### config.mk
export PLATFORM = sky130hd
export DESIGN_NAME = core_inst_seq_flat
export DESIGN_NICKNAME = d
export VERILOG_FILES = /design/src/rtl/core_pkg.sv /design/src/rtl/core_inst_seq_if.sv /design/src/rtl/sram_lat_pipe.sv /design/src/rtl/core_inst_seq.sv /design/src/flat_wrapper.sv
export SDC_FILE = /design/constraint.sdc
export NUM_CORES = 1
export LEC_CHECK = 0
export CELL_PAD_IN_SITES_DETAIL_PLACEMENT = 1
export CELL_PAD_IN_SITES_GLOBAL_PLACEMENT = 1
export CORE_MARGIN = 3
export CORE_UTILIZATION = 30
export DETAILED_ROUTE_END_ITERATION = 8
export GPL_ROUTABILITY_DRIVEN = 0
export PLACE_DENSITY = 0.61
export SLEW_MARGIN = 20
export SYNTH_ARGS = -nofsm -noshare
export SYNTH_HDL_FRONTEND = slang
export SYNTH_SLANG_ARGS = --single-unit
### constraint.sdc
create_clock -name clk -period 7.7 [get_ports clk]
set_clock_uncertainty 0.2 [all_clocks]
set_input_delay 0.77 -clock clk [delete_from_list [all_inputs] [get_ports clk]]
set_output_delay 0.77 -clock clk [all_outputs]
set_load 0.01 [all_outputs]
### src/rtl/core_pkg.sv
// Shared definitions for the instruction sequencer: FSM state encoding,
// the 34-bit core instruction word layout and the idle instruction word.
package core_pkg;

    localparam int INST_W = 34;
    localparam int ADDR_W = 11;

    typedef enum logic [2:0] {
        IDLE,
        W_RD,
        W_LOAD,
        X_RD,
        EXEC,
        DRAIN,
        DONE
    } seqState_t;

    // Instruction word, MSB first:
    // [33] acc, [32] psum CEN, [31] psum WEN, [30:20] psum addr,
    // [19] xMem CEN, [18] xMem WEN, [17:7] xMem addr, [6] ofifo_rd,
    // [5] ififo_wr, [4] ififo_rd, [3] l0_rd, [2] l0_wr, [1] execute, [0] load
    typedef struct packed {
        logic              acc;
        logic              psumCen;
        logic              psumWen;
        logic [ADDR_W-1:0] psumAddr;
        logic              xCen;
        logic              xWen;
        logic [ADDR_W-1:0] xAddr;
        logic              ofifoRd;
        logic              ififoWr;
        logic              ififoRd;
        logic              l0Rd;
        logic              l0Wr;
        logic              execute;
        logic              load;
    } instWord_t;

    // Both SRAMs disabled, no strobes, addresses zero; xMem addr bit 0
    // always carries the latched dataflow mode.
    function automatic instWord_t idleInst(input logic latchedMode);
        instWord_t w;
        w          = '0;
        w.psumCen  = 1'b1;
        w.psumWen  = 1'b1;
        w.xCen     = 1'b1;
        w.xWen     = 1'b1;
        w.xAddr[0] = latchedMode;
        return w;
    endfunction

    // Vector address: base with bit 0 cleared, stepped by two per vector,
    // with the mode bit placed in bit 0.
    function automatic logic [ADDR_W-1:0] vecAddr(input logic [ADDR_W-1:0] base,
                                                  input logic [ADDR_W-2:0] idx,
                                                  input logic              m);
        logic [ADDR_W-1:0] even;
        even = (base & ~ADDR_W'(1)) + {idx, 1'b0};
        return even | {{(ADDR_W-1){1'b0}}, m};
    endfunction

endpackage

### src/rtl/core_inst_seq_if.sv
// Host-side bundle of the sequencer: pass launch fields, output-FIFO
// valid, and the generated instruction word with status.
interface core_inst_seq_if;
    import core_pkg::*;

    logic              start;
    logic              mode;
    logic [ADDR_W-1:0] n_vec;
    logic [ADDR_W-1:0] w_base;
    logic [ADDR_W-1:0] x_base;
    logic [ADDR_W-1:0] p_base;
    logic              valid;
    logic [INST_W-1:0] inst;
    logic              busy;
    logic              done;

    modport master (
        output start, mode, n_vec, w_base, x_base, p_base, valid,
        input  inst, busy, done
    );

    modport slave (
        input  start, mode, n_vec, w_base, x_base, p_base, valid,
        output inst, busy, done
    );

endinterface

### src/rtl/sram_lat_pipe.sv
// One-stage delay of strobes and an address, used to line up L0 writes
// and psum writes with the one-cycle SRAM read latency.
module sram_lat_pipe #(
    parameter int SW = 1,
    parameter int AW = 11
) (
    input  logic          clk,
    input  logic          reset,
    input  logic [SW-1:0] strobeIn,
    input  logic [AW-1:0] addrIn,
    output logic [SW-1:0] strobeOut,
    output logic [AW-1:0] addrOut
);

    // Register strobes and address; reset clears any in-flight strobe.
    always_ff @(posedge clk) begin
        if (!reset) begin
            strobeOut <= '0;
            addrOut   <= '0;
        end else begin
            strobeOut <= strobeIn;
            addrOut   <= addrIn;
        end
    end

endmodule

### src/rtl/core_inst_seq.sv
// Instruction sequencer for the systolic core: walks weight load,
// activation load, execute and psum drain for one pass in either
// weight-stationary (mode 0) or output-stationary (mode 1) dataflow.
module core_inst_seq
    import core_pkg::*;
#(
    parameter int row = 8,
    parameter int col = 8,
    parameter int num = 2048
) (
    input  logic           clk,
    input  logic           reset,
    core_inst_seq_if.slave bus
);

    localparam int                CNT_W     = ADDR_W + 1;
    localparam logic [ADDR_W-1:0] ADDR_MASK = ADDR_W'(num - 1);
    localparam logic [CNT_W-1:0]  ROW_LAST  = CNT_W'(row - 1);
    localparam logic [CNT_W-1:0]  LOAD_LAST = CNT_W'(row + col - 2);
    localparam logic [CNT_W-1:0]  SKEW_M2   = CNT_W'(col - 2);

    seqState_t         state;
    seqState_t         stateNext;
    logic [CNT_W-1:0]  cnt;
    logic [CNT_W-1:0]  cntNext;
    logic [CNT_W-1:0]  nVecExt;

    logic              modeQ;
    logic [ADDR_W-1:0] nVecQ;
    logic [ADDR_W-1:0] wBaseQ;
    logic [ADDR_W-1:0] xBaseQ;
    logic [ADDR_W-1:0] pBaseQ;
    logic              latchNow;

    logic              l0WrReq;
    logic              psumWrReq;
    logic [ADDR_W-1:0] psumWrAddr;
    logic              l0WrDly;
    logic              psumWrDly;
    logic [ADDR_W-1:0] psumWrAddrDly;

    instWord_t         instW;

    assign nVecExt = {1'b0, nVecQ};

    sram_lat_pipe #(
        .SW(2),
        .AW(ADDR_W)
    ) latPipe (
        .clk      (clk),
        .reset    (reset),
        .strobeIn ({l0WrReq, psumWrReq}),
        .addrIn   (psumWrAddr),
        .strobeOut({l0WrDly, psumWrDly}),
        .addrOut  (psumWrAddrDly)
    );

    // State register and phase counter.
    always_ff @(posedge clk) begin
        if (!reset) begin
            state <= IDLE;
            cnt   <= '0;
        end else begin
            state <= stateNext;
            cnt   <= cntNext;
        end
    end

    // Capture the pass configuration when a pass is launched from idle.
    always_ff @(posedge clk) begin
        if (!reset) begin
            modeQ  <= 1'b0;
            nVecQ  <= '0;
            wBaseQ <= '0;
            xBaseQ <= '0;
            pBaseQ <= '0;
        end else if (latchNow) begin
            modeQ  <= bus.mode;
            nVecQ  <= bus.n_vec;
            wBaseQ <= bus.w_base;
            xBaseQ <= bus.x_base;
            pBaseQ <= bus.p_base;
        end
    end

    // Next-state, counter and instruction-word decode.
    always_comb begin
        stateNext  = state;
        cntNext    = cnt + CNT_W'(1);
        latchNow   = 1'b0;
        l0WrReq    = 1'b0;
        psumWrReq  = 1'b0;
        psumWrAddr = '0;
        instW      = idleInst(modeQ);

        case (state)
            IDLE: begin
                cntNext = '0;
                if (bus.start) begin
                    latchNow = 1'b1;
                    if (!bus.mode) begin
                        stateNext = W_RD;
                    end else if (bus.n_vec == '0) begin
                        stateNext = DONE;
                    end else begin
                        stateNext = X_RD;
                    end
                end
            end
            W_RD: begin
                instW.xCen  = 1'b0;
                instW.xAddr = vecAddr(wBaseQ, cnt[ADDR_W-2:0], modeQ) & ADDR_MASK;
                l0WrReq     = 1'b1;
                if (cnt == ROW_LAST) begin
                    stateNext = W_LOAD;
                    cntNext   = '0;
                end
            end
            W_LOAD: begin
                instW.load = 1'b1;
                instW.l0Rd = 1'b1;
                if (cnt == LOAD_LAST) begin
                    cntNext   = '0;
                    stateNext = (nVecQ == '0) ? DONE : X_RD;
                end
            end
            X_RD: begin
                instW.xCen  = 1'b0;
                instW.xAddr = vecAddr(xBaseQ, cnt[ADDR_W-2:0], modeQ) & ADDR_MASK;
                l0WrReq     = 1'b1;
                if (cnt == nVecExt - CNT_W'(1)) begin
                    stateNext = EXEC;
                    cntNext   = '0;
                end
            end
            EXEC: begin
                instW.execute = 1'b1;
                instW.l0Rd    = 1'b1;
                instW.acc     = modeQ;
                if (modeQ && (cnt < nVecExt)) begin
                    instW.psumCen  = 1'b0;
                    instW.psumAddr = (pBaseQ + cnt[ADDR_W-1:0]) & ADDR_MASK;
                end
                if (cnt == nVecExt + SKEW_M2) begin
                    stateNext = DRAIN;
                    cntNext   = '0;
                end
            end
            DRAIN: begin
                cntNext = cnt;
                if (cnt < nVecExt) begin
                    if (bus.valid) begin
                        instW.ofifoRd = 1'b1;
                        psumWrReq     = 1'b1;
                        psumWrAddr    = (pBaseQ + cnt[ADDR_W-1:0]) & ADDR_MASK;
                        cntNext       = cnt + CNT_W'(1);
                    end
                end else begin
                    stateNext = DONE;
                    cntNext   = '0;
                end
            end
            DONE: begin
                cntNext   = '0;
                stateNext = IDLE;
            end
            default: begin
                cntNext   = '0;
                stateNext = IDLE;
            end
        endcase

        if (l0WrDly) begin
            instW.l0Wr = 1'b1;
        end
        if (psumWrDly) begin
            instW.psumCen  = 1'b0;
            instW.psumWen  = 1'b0;
            instW.psumAddr = psumWrAddrDly;
        end
    end

    assign bus.inst = instW;
    assign bus.busy = (state != IDLE);
    assign bus.done = (state == DONE);

endmodule

### src/flat_wrapper.sv
// flat-port wrapper written by rule: the top's interface ports become plain ports
module core_inst_seq_flat import core_pkg::*;
#(
    parameter int row = 8,
    parameter int col = 8,
    parameter int num = 2048
)
  (clk, reset, bus_start, bus_mode, bus_n_vec, bus_w_base, bus_x_base, bus_p_base, bus_valid, bus_inst, bus_busy, bus_done);
  core_inst_seq_if bus_i ();
  input  logic clk;
  input  logic reset;
  input wire logic [$bits(bus_i.start)-1:0] bus_start;
  input wire logic [$bits(bus_i.mode)-1:0] bus_mode;
  input wire logic [$bits(bus_i.n_vec)-1:0] bus_n_vec;
  input wire logic [$bits(bus_i.w_base)-1:0] bus_w_base;
  input wire logic [$bits(bus_i.x_base)-1:0] bus_x_base;
  input wire logic [$bits(bus_i.p_base)-1:0] bus_p_base;
  input wire logic [$bits(bus_i.valid)-1:0] bus_valid;
  output wire logic [$bits(bus_i.inst)-1:0] bus_inst;
  output wire logic [$bits(bus_i.busy)-1:0] bus_busy;
  output wire logic [$bits(bus_i.done)-1:0] bus_done;
  assign bus_i.start = bus_start;
  assign bus_i.mode = bus_mode;
  assign bus_i.n_vec = bus_n_vec;
  assign bus_i.w_base = bus_w_base;
  assign bus_i.x_base = bus_x_base;
  assign bus_i.p_base = bus_p_base;
  assign bus_i.valid = bus_valid;
  assign bus_inst = bus_i.inst;
  assign bus_busy = bus_i.busy;
  assign bus_done = bus_i.done;
  core_inst_seq #(.row(row), .col(col), .num(num)) u_core (.clk(clk), .reset(reset), .bus(bus_i));
endmodule
# [Word-level counts from Yosys, hierarchy flattened]
# Index checks and enable logic that the tools add are counted.
[classes] addsub=6 n_lt_le_gt_ge=1 reduce_logical=9 bitwise=2 eq_ne=17 mux=34
[op_table] cell="2-to-1 mux 12 bit" count=6
[op_table] cell="one-hot mux 12 bit (5 select lines)" count=1
[op_table] cell="adder 11 bit" count=3
[op_table] cell="2-to-1 mux 3 bit" count=9
[op_table] cell="equality test 12 bit" count=2
[op_table] cell="zero test 11 bit" count=2
[op_table] cell="2-to-1 mux 11 bit" count=2
[op_table] cell="OR 11 x 1 -> 11 bit" count=2
[op_table] cell="one-hot mux 11 bit (2 select lines)" count=1
[op_table] cell="one-hot mux 3 bit (6 select lines)" count=1
[op_table] cell="2-to-1 mux 13 bit" count=1
[op_table] cell="adder 11 x 3 -> 12 bit (second input constant)" count=1
[op_table] cell="adder 12 x 1 -> 12 bit (second input constant)" count=1
[op_table] cell="equality test 12 x 3 -> 1 bit (second input constant)" count=1
[op_table] cell="equality test 12 x 4 -> 1 bit (second input constant)" count=1
[op_table] cell="< comparator 12 x 11 -> 1 bit" count=1
[op_table] cell="2-to-1 mux 1 bit" count=12
[op_table] cell="subtractor 11 x 1 -> 12 bit (second input constant)" count=1
[op_table] cell="equality test 3 bit (second input constant)" count=3
[op_table] cell="inequality test 2 x 1 -> 1 bit (second input constant)" count=4
[op_table] cell="equality test 3 x 2 -> 1 bit (second input constant)" count=2
[op_table] cell="AND reduction 6 bit" count=1
[op_table] cell="inequality test 2 bit (second input constant)" count=2
[op_table] cell="AND reduction 4 bit" count=1
[op_table] cell="7 further kinds" count=8
[totals] output_inout_bits=36 wordCells=78 in_bits=49 reg_bits=73

# [Logic depth before layout (Yosys ltp)]
# Gate-level depths: netlist of run 1.
[depth] word_depth=5 depth_mapped=16 depth_no_buf=14

# [Cells and area by module]
# From an unflattened synthesis of run 1, not the netlist that was laid out.
[hier_totals] hier_cells=626 area_unflattened_um2=4961.0
[by_module_without_submodules] mod="core_inst_seq" seq_area_each_um2=1161.1 n_inst=1 area_per_inst_um2=4596.9 cells_per_inst=599
[by_module_without_submodules] mod="sram_lat_pipe" seq_area_each_um2=260.2 n_inst=1 area_per_inst_um2=364.1 cells_per_inst=27

# [Worst setup path before layout of run 1]
# No wires, ideal clock.
[synth_timing] path_kind="register to output" start="register u_core.state[0]" end="output port bus_inst[17]" stages_incl_launch_ff=15 path_buffers=2 arrival_time_ns=3.062 path_slack_ns=3.668 path_cell_list="dfxtp_1 > buf_6 > nor2b_1 > nand2_1 > clkbuf_1 > mux2_2 > ha_1 > a21o_1 > a21oi_1 > o21ai_0 > a2111oi_0 > nor3_1 > a31oi_1 > xnor2_1 > nor2_1"
[synth_via] elab_chain_len=2 word_cells_on_any_way=3
[synth_lines] item="start, declared" line_no="core_inst_seq.sv:22" rtl="seqState_t state;"
[synth_lines] item="start signal, assigned" line_no="core_inst_seq.sv:64" rtl="state <= stateNext;"
[synth_lines] item="equality test 3 x 2 -> 1 bit / equality test 3 x 1 -> 1 bit (equally long branches)" line_no="core_inst_seq.sv:96" rtl="case (state)"
[synth_lines] item="one-hot mux 11 bit (2 select lines) *" line_no="core_inst_seq.sv:96"
[synth_lines] item="end, declared" line_no="flat_wrapper.sv:19" rtl="output wire logic [$bits(bus_i.inst)-1:0] bus_inst;"
# Mark *: on every way between the ends. The rest lies on a longest branch, timed or not.

# [Worst setup path after layout of run 1]
# Ends and elaborated chain as after synthesis.

==> results.cfg, run 1 <==
[status]
status = finished clean

[timing]
period_share_pct = 70.5
fmax_mhz = 184
finalHoldViolCount = 0
period_needed_ns = 5.43
setup_tns_ns = 0
setup_viol = 0
slew_headroom_pct = 42.3
rsz0062_at_grt = no
worst_slew_pin_slew_ns = 0.863
slew_violations = 0

[worst_setup_path]
crit_type = register to output pin
crit_arrival_ns = 4.46
cp_max_fo = 11
regToRegEndpoint = u_core.cnt[1]
cp-end-kind = output pin
rrSetupSlack_ns = 4.46
required_ns = 6.73
cp_slowest_cell = clkdlybuf4s50_1
start_kind = register
reg2reg_depth = 10
r2r-start = u_core.nVecQ[2]
worstPathCellList = nor2b_1 > nand2_1 > mux2_2 > ha_1 > a21o_1 > a21oi_1 > o21ai_0 > a2111oi_0 > nor3_1 > a31oi_1 > xnor2_1 > nor2_1 > clkdlybuf4s50_1
critical-path-max-stage-delay_ns = 0.55

[logic_synthesis]
yosysUniqueCellTypes = 64
synthArstFlopShare_pct = 0
synth_fa_ha_area_share_pct = 9.81
synth_cells = 622
synth_mux_area_share_pct = 2.49
yosys.area.top_type = dfxtp_1
syn_area_per_cell_um2 = 7.84
synth_top_area_share_pct = 29.2
synth_xor_area_share_pct = 8.29
seq_area_frac_synth_pct = 29.2
synth_warnings = 0
synth_top_family_by_area = simple AND/OR/NAND/NOR gates
netlist_area_um2 = 4870
synth_compound_area_share_pct = 16.8
synthSimpleGateAreaFrac_pct = 25.7
synth-seq-cells = 71
synth_edf_count = 0
synth.area.top_cells = dfxtp_1, nand2_1, ha_1
synth_ff_type = dfxtp_1

[run]
maxCapViolCount = 0

[routing]
wl_per_cell_um = 17.1
vias = 4499
viasPerCell = 5.07
antenna_left = 0
first_pass_iters = 4
drc = 0
dr.first_iter.drc_count = 132
wirelength_um = 15200

[placement]
portBuffers = 79
place_hpwl_um = 11600

[hold_path]
min_to = u_core.xBaseQ[10]
hold_path.class = register to register
min_path_cells = 2
holdCritStartpoint = u_core.xBaseQ[10]

[grt]
grt_pass1_vias = 4652
grt_pass1_wl_um = 24800
antenna_found_initial = 0
track_usage_pct = 17.5
overflow = 0
grt_max_degree = 44

[power]
switchingPower_uw = 579
intPower_uw = 917
powerDensity_nw_per_um2 = 250
combPwrFrac_pct = 40.3
p_seq_share_pct = 33.7
ir_drop_mv = 0.175
swShare_pct = 38.7
leakage_nw = 2.32
power_frac_clock_pct = 26.0
p_total_mw = 1.50

[die]
io_pins = 85
die_x_um = 133
die_h_um = 133
core-area_um2 = 15500
start_util_pct = 31.4
rows = 45
dieArea_um2 = 17800

[clock_tree]
cts_resized = 0
clock_sinks = 71
cts_setup_buffers = 0
cts_tree = done
clk_latency_ns = 0.34
root_buffer = clkbuf_16
cts_buffers = 9
clkTransAtPathRegs_ns = 0.05
htreeDepth = 3
cts_hold_buf = 0
cts_buffer_depth = 2

[finish]
diodes = 0
layout.nets = 757
drive_above_1_share_pct = 5.92
area_delta_synth_final_pct = 22.8
[cell usage in the layout (no fill, tap or decap), types with 3 or more instances in the layout]
master	instances
o31ai_1	10
nor2_1	46
nand2_1	122
and2_1	5
buf_4	3
dfxtp_1	71
ha_1	35
xor2_1	15
nor4_1	5
clkbuf_16	9
o21a_1	3
nor4b_1	3
nor3b_1	3
a211oi_1	4
clkdlybuf4s50_1	79
nor3_1	18
a31oi_1	3
o21ai_0	13
inv_1	33
nand2b_1	5
and3_1	8
a21o_1	4
a21oi_1	45
mux2_2	9
nand4_1	7
conb_1	3
xnor2_1	28
nor2b_1	8
nand3_1	9
a21boi_0	18
[sequential cells by signal (all words and copies together) (netlist names)]
name                      cells
u_core.pBaseQ                11
u_core.cnt                   12
u_core.nVecQ                 11
u_core.state                  3
u_core.modeQ                  1
u_core.latPipe.addrOut       11
u_core.xBaseQ                10
u_core.latPipe.strobeOut      2
u_core.wBaseQ                10
[through the flow]
step | std cells | hold WS [ns] | cell area, µm² | worst slack (ns) | util (%)
6_report | 887 | 0.252 | 5990 | 2.27 | 38.5
5_1_grt | 887 | 0.279 | 5990 | 1.92 | 38.5
4_1_cts | 887 | 0.256 | 5990 | 2.29 | 38.5
3_5_place_dp | 871 | 0.248 | 5710 | 2.68 | 36.7
3_3_place_gp | 871 | 0.242 | 5710 | 2.86 | 36.7
2_1_floorplan | 623 | 0.234 | 4880 | 3.67 | -
[Yosys cell counts (5+ instances only)]
cell type,number
clkbuf_1,26
and2_1,5
nand3_1,9
and3_1,8
nor2_1,46
nor3_1,18
nand2b_1,5
a21boi_0,18
xnor2_1,28
a21oi_1,45
nand4_1,7
inv_1,33
o31ai_1,10
ha_1,35
o21ai_0,13
xor2_1,15
dfxtp_1,71
nand2_1,123
mux2_2,9
nor4_1,5
buf_4,10
nor2b_1,8
[cell type report]
type / count / area [µm²]
inverter: 33 / 124
tap: 211 / 264
timing repair buffer: 82 / 813
fill: 1925 / 9550
clock buffer: 13 / 260
clock inverter: 3 / 17.5
multi-input combinational: 474 / 3090
sequential: 71 / 1420
[power by group through the flow]
stage	Clock [mW]	Combinational (mW)	Sequential [mW]
floorplan	0	0.465	0.461
global placement	0	0.585	0.506
detailed placement	0	0.604	0.510
CTS	0.405	0.610	0.502
global route	0.420	0.680	0.514
finish	0.389	0.603	0.503
[logic make-up (layout without fill, tap and decap cells)]
| logic type | Yosys count | after routing |
|---|---|---|
| AO/OA/AOI/OAI | 121 | 121 |
| XOR/XNOR | 44 | 44 |
| adder cells (fa/ha/maj) | 37 | 37 |
| buffers and inverters | 78 | 131 |
| flip-flops | 71 | 71 |
| multiplexers | 11 | 11 |
| other | 2 | 3 |
| AND/OR/NAND/NOR | 258 | 258 |
[layer usage]
| metal | up-vias | track usage (%) | part of all wire [%] |
|---|---|---|---|
| li1 | 2218 | - | - |
| met1 | 2152 | 23.5 | 48 |
| met2 | 112 | 28.5 | 46 |
| met3 | 17 | 4.34 | 5.0 |
| met4 | 0 | 4.06 | 1.3 |
| met5 | - | 0 | 0 |
[worst max-delay path, delay by kind of cell, from the launching register on]
family	cells	cell delay [ns]
simple gates	4	0.87
mux	1	0.44
fa+ha+maj	1	0.29
compound gates	5	1.37
buf+inv	1	0.55
xor+xnor	1	0.10
flops	1	0.52
[how the worst max path moves through the flow]
stage               startpoint      endpoint  slack (ns)
2_1_floorplan  u_core.state[0]  bus_inst[17]        3.67
3_3_place_gp   u_core.state[0]  bus_inst[16]        2.86
3_5_place_dp   u_core.state[0]  bus_inst[17]        2.68
4_1_cts        u_core.state[0]  bus_inst[17]        2.29
5_1_grt        u_core.state[0]  bus_inst[17]        1.92
6_report       u_core.state[0]  bus_inst[17]        2.27
Power figures use the tool's default switching activity.
==> inputs of run 2 (changes only) <==
==> constraint.sdc (replaced) <==
create_clock -name clk -period 5.25 [get_ports clk]
set_clock_uncertainty 0.2 [all_clocks]
set_input_delay 0.525 -clock clk [delete_from_list [all_inputs] [get_ports clk]]
set_output_delay 0.525 -clock clk [all_outputs]
set_load 0.01 [all_outputs]
==> run 2 against run 1 <==
Total power increased by 53%. Register-to-register slack lost 2.4 ns. Highest routed layer unchanged. Non-clock buffer count up 5. Critical path depth grew 2. Largest cell class unchanged. Via count decreased by 1.1%.
==> results.cfg, run 2 (synthesis gave the netlist of run 1 again) <==
[routing]
wl_per_cell_um = 16.9
first_pass_iters = 4
antenna_left = 0
vias = 4448
dr.first_iter.drc_count = 156
wirelength_um = 15000
viasPerCell = 4.99
drc = 0

[worst_setup_path]
cp_top_family = compound AO/OA/AOI/OAI gates
cp_slowest_cell = clkdlybuf4s50_1
cp-startpoint = u_core.state[0]
critical-path-max-stage-delay_ns = 0.57
worstPathCellList = nor2b_1 > nand2_2 > mux2_2 > ha_1 > inv_1 > fa_1 > nor2b_1 > o21ai_0 > a21boi_0 > o21ai_0 > a21boi_0 > o21a_1 > nor3_1 > nor3_1 > clkdlybuf4s50_1
cp_max_fo = 11
required_ns = 4.53
crit_buf_inv = 2
r2r-start = u_core.nVecQ[2]
start_kind = register
crit_type = register to output pin
cp-end-kind = output pin
crit_arrival_ns = 4.17

[timing]
slew_headroom_pct = 45.0
setup_viol = 0
setup_tns_ns = 0
finalHoldViolCount = 0
period_needed_ns = 4.90
worst_slew_pin_slew_ns = 0.818
fmax_mhz = 204
slew_violations = 0
rsz0062_at_grt = no
period_share_pct = 93.3

[grt]
grt_util_met1_pct = 23.7
globalRouteMet2Util_pct = 28.0
track_usage_pct = 17.4
overflow = 0
grt_util_met3_pct = 2.91
grt_max_degree = 37
grt_most_used_layer = met2
grt_pass1_vias = 4737
antenna_found_initial = 0
grt_pass1_wl_um = 24800

[die]
rows = 45
die_h_um = 133
start_util_pct = 31.4
die_x_um = 133
core-area_um2 = 15500
dieArea_um2 = 17800
io_pins = 85

[finish]
largest_reg_flops = 12
n_fill_cell = 1889
design_area_um2 = 6070
mostFrequentLayoutCells = nand2_1, clkdlybuf4s50_1, dfxtp_1, nor2_1, a21oi_1
utilization_pct = 39.0
layout.nets = 762
regMostFlops = u_core.cnt
area_delta_synth_final_pct = 24.5
drive_above_1_share_pct = 6.76
diodes = 0
layout_commonest_cell = nand2_1

[power]
ir_drop_mv = 0.168
leakage_nw = 2.37
powerDensity_nw_per_um2 = 377

[clock_tree]
cts_buffer_depth = 2
root_buffer = clkbuf_16
clock_sinks = 71
cts_hold_buf = 0
cts_setup_buffers = 0
cts_tree = done
cts_resized = 0
htreeDepth = 3
clk_latency_ns = 0.35
clkTransAtPathRegs_ns = 0.06
cts_buffers = 9

[hold_path]
hold_path.class = register to register
holdCritStartpoint = u_core.xBaseQ[2]

[placement]
portBuffers = 79
placed_area_um2 = 5740
place_hpwl_um = 11700

[status]
status = finished clean

[run]
maxCapViolCount = 0
==> run 2: cell count changes in the layout (fill, tap and decap cells not counted), sizes merged <==
| cell | before | now |
|---|---|---|
| buf | 3 | 8 |
| clkbuf | 13 | 10 |
| bufinv | 0 | 2 |
| clkinv | 2 | 3 |
| clkinvlp | 1 | 0 |
==> run 2: final cells by class <==
type                    instances  area, µm²  share of cell area, %
clock buffers                  10        239                   3.94
well taps                     211        264                   4.35
flip-flops and latches         71       1420                   23.4
multi-input cells             474       3090                   50.9
repair buffers                 87        851                   14.0
clock inverters                 5       82.6                   1.36
inverters                      33        124                   2.04
==> run 2: worst min-delay path, cell delays in order (launching register included) <==
cell and delay (ns):
dfxtp_1 0.30, nand2_1 0.05, a21oi_1 0.05
==> run 2: per-stage QoR <==
stage / total power, mW / hold WS, ns / cells / worst slack [ns]
floorplan: 1.36 / 0.234 / 623 / 1.46
global placement: 1.61 / 0.243 / 876 / 0.744
detailed placement: 1.64 / 0.248 / 876 / 0.580
CTS: 2.31 / 0.262 / 891 / 0.195
global route: 2.46 / 0.273 / 891 / 0.0804
finish: 2.29 / 0.257 / 891 / 0.354
==> run 2: path summary, 6_finish.rpt <==
| check | end | slack (ns) | cells past startpoint |
|---|---|---|---|
| worst max-delay path | bus_inst[16] | 0.35 | 15 |
| worst min-delay path | u_core.xBaseQ[2] | 0.26 | 2 |
| worst max register to register | u_core.cnt[6] | 2.04 | 10 |
| worst min register to register | u_core.xBaseQ[2] | 0.26 | 2 |
==> run 2: per-layer routing <==
layer,vias up,part of all wire [%]
met3,17,3.6
met1,2106,50
met4,0,1.7
li1,2230,-
met2,95,45
met5,-,0
==> run 2: power breakdown <==
part	switching [mW]	internal [mW]	leakage, nW
registers	0.113	0.620	0.579
clock network	0.237	0.427	0.159
logic	0.507	0.386	1.63
total	0.857	1.43	2.37
==> inputs of run 3 (changes only) <==
--- a/config.mk
+++ b/config.mk
@@ -5,6 +5,7 @@
 export SDC_FILE = /design/constraint.sdc
 export NUM_CORES = 1
 export LEC_CHECK = 0
+export ABC_CLOCK_PERIOD_IN_PS = 5250
 export CELL_PAD_IN_SITES_DETAIL_PLACEMENT = 1
 export CELL_PAD_IN_SITES_GLOBAL_PLACEMENT = 1
 export CORE_MARGIN = 3
==> results of run 3 <==
Final layout, timing and power as in run 2 (identical DEF).
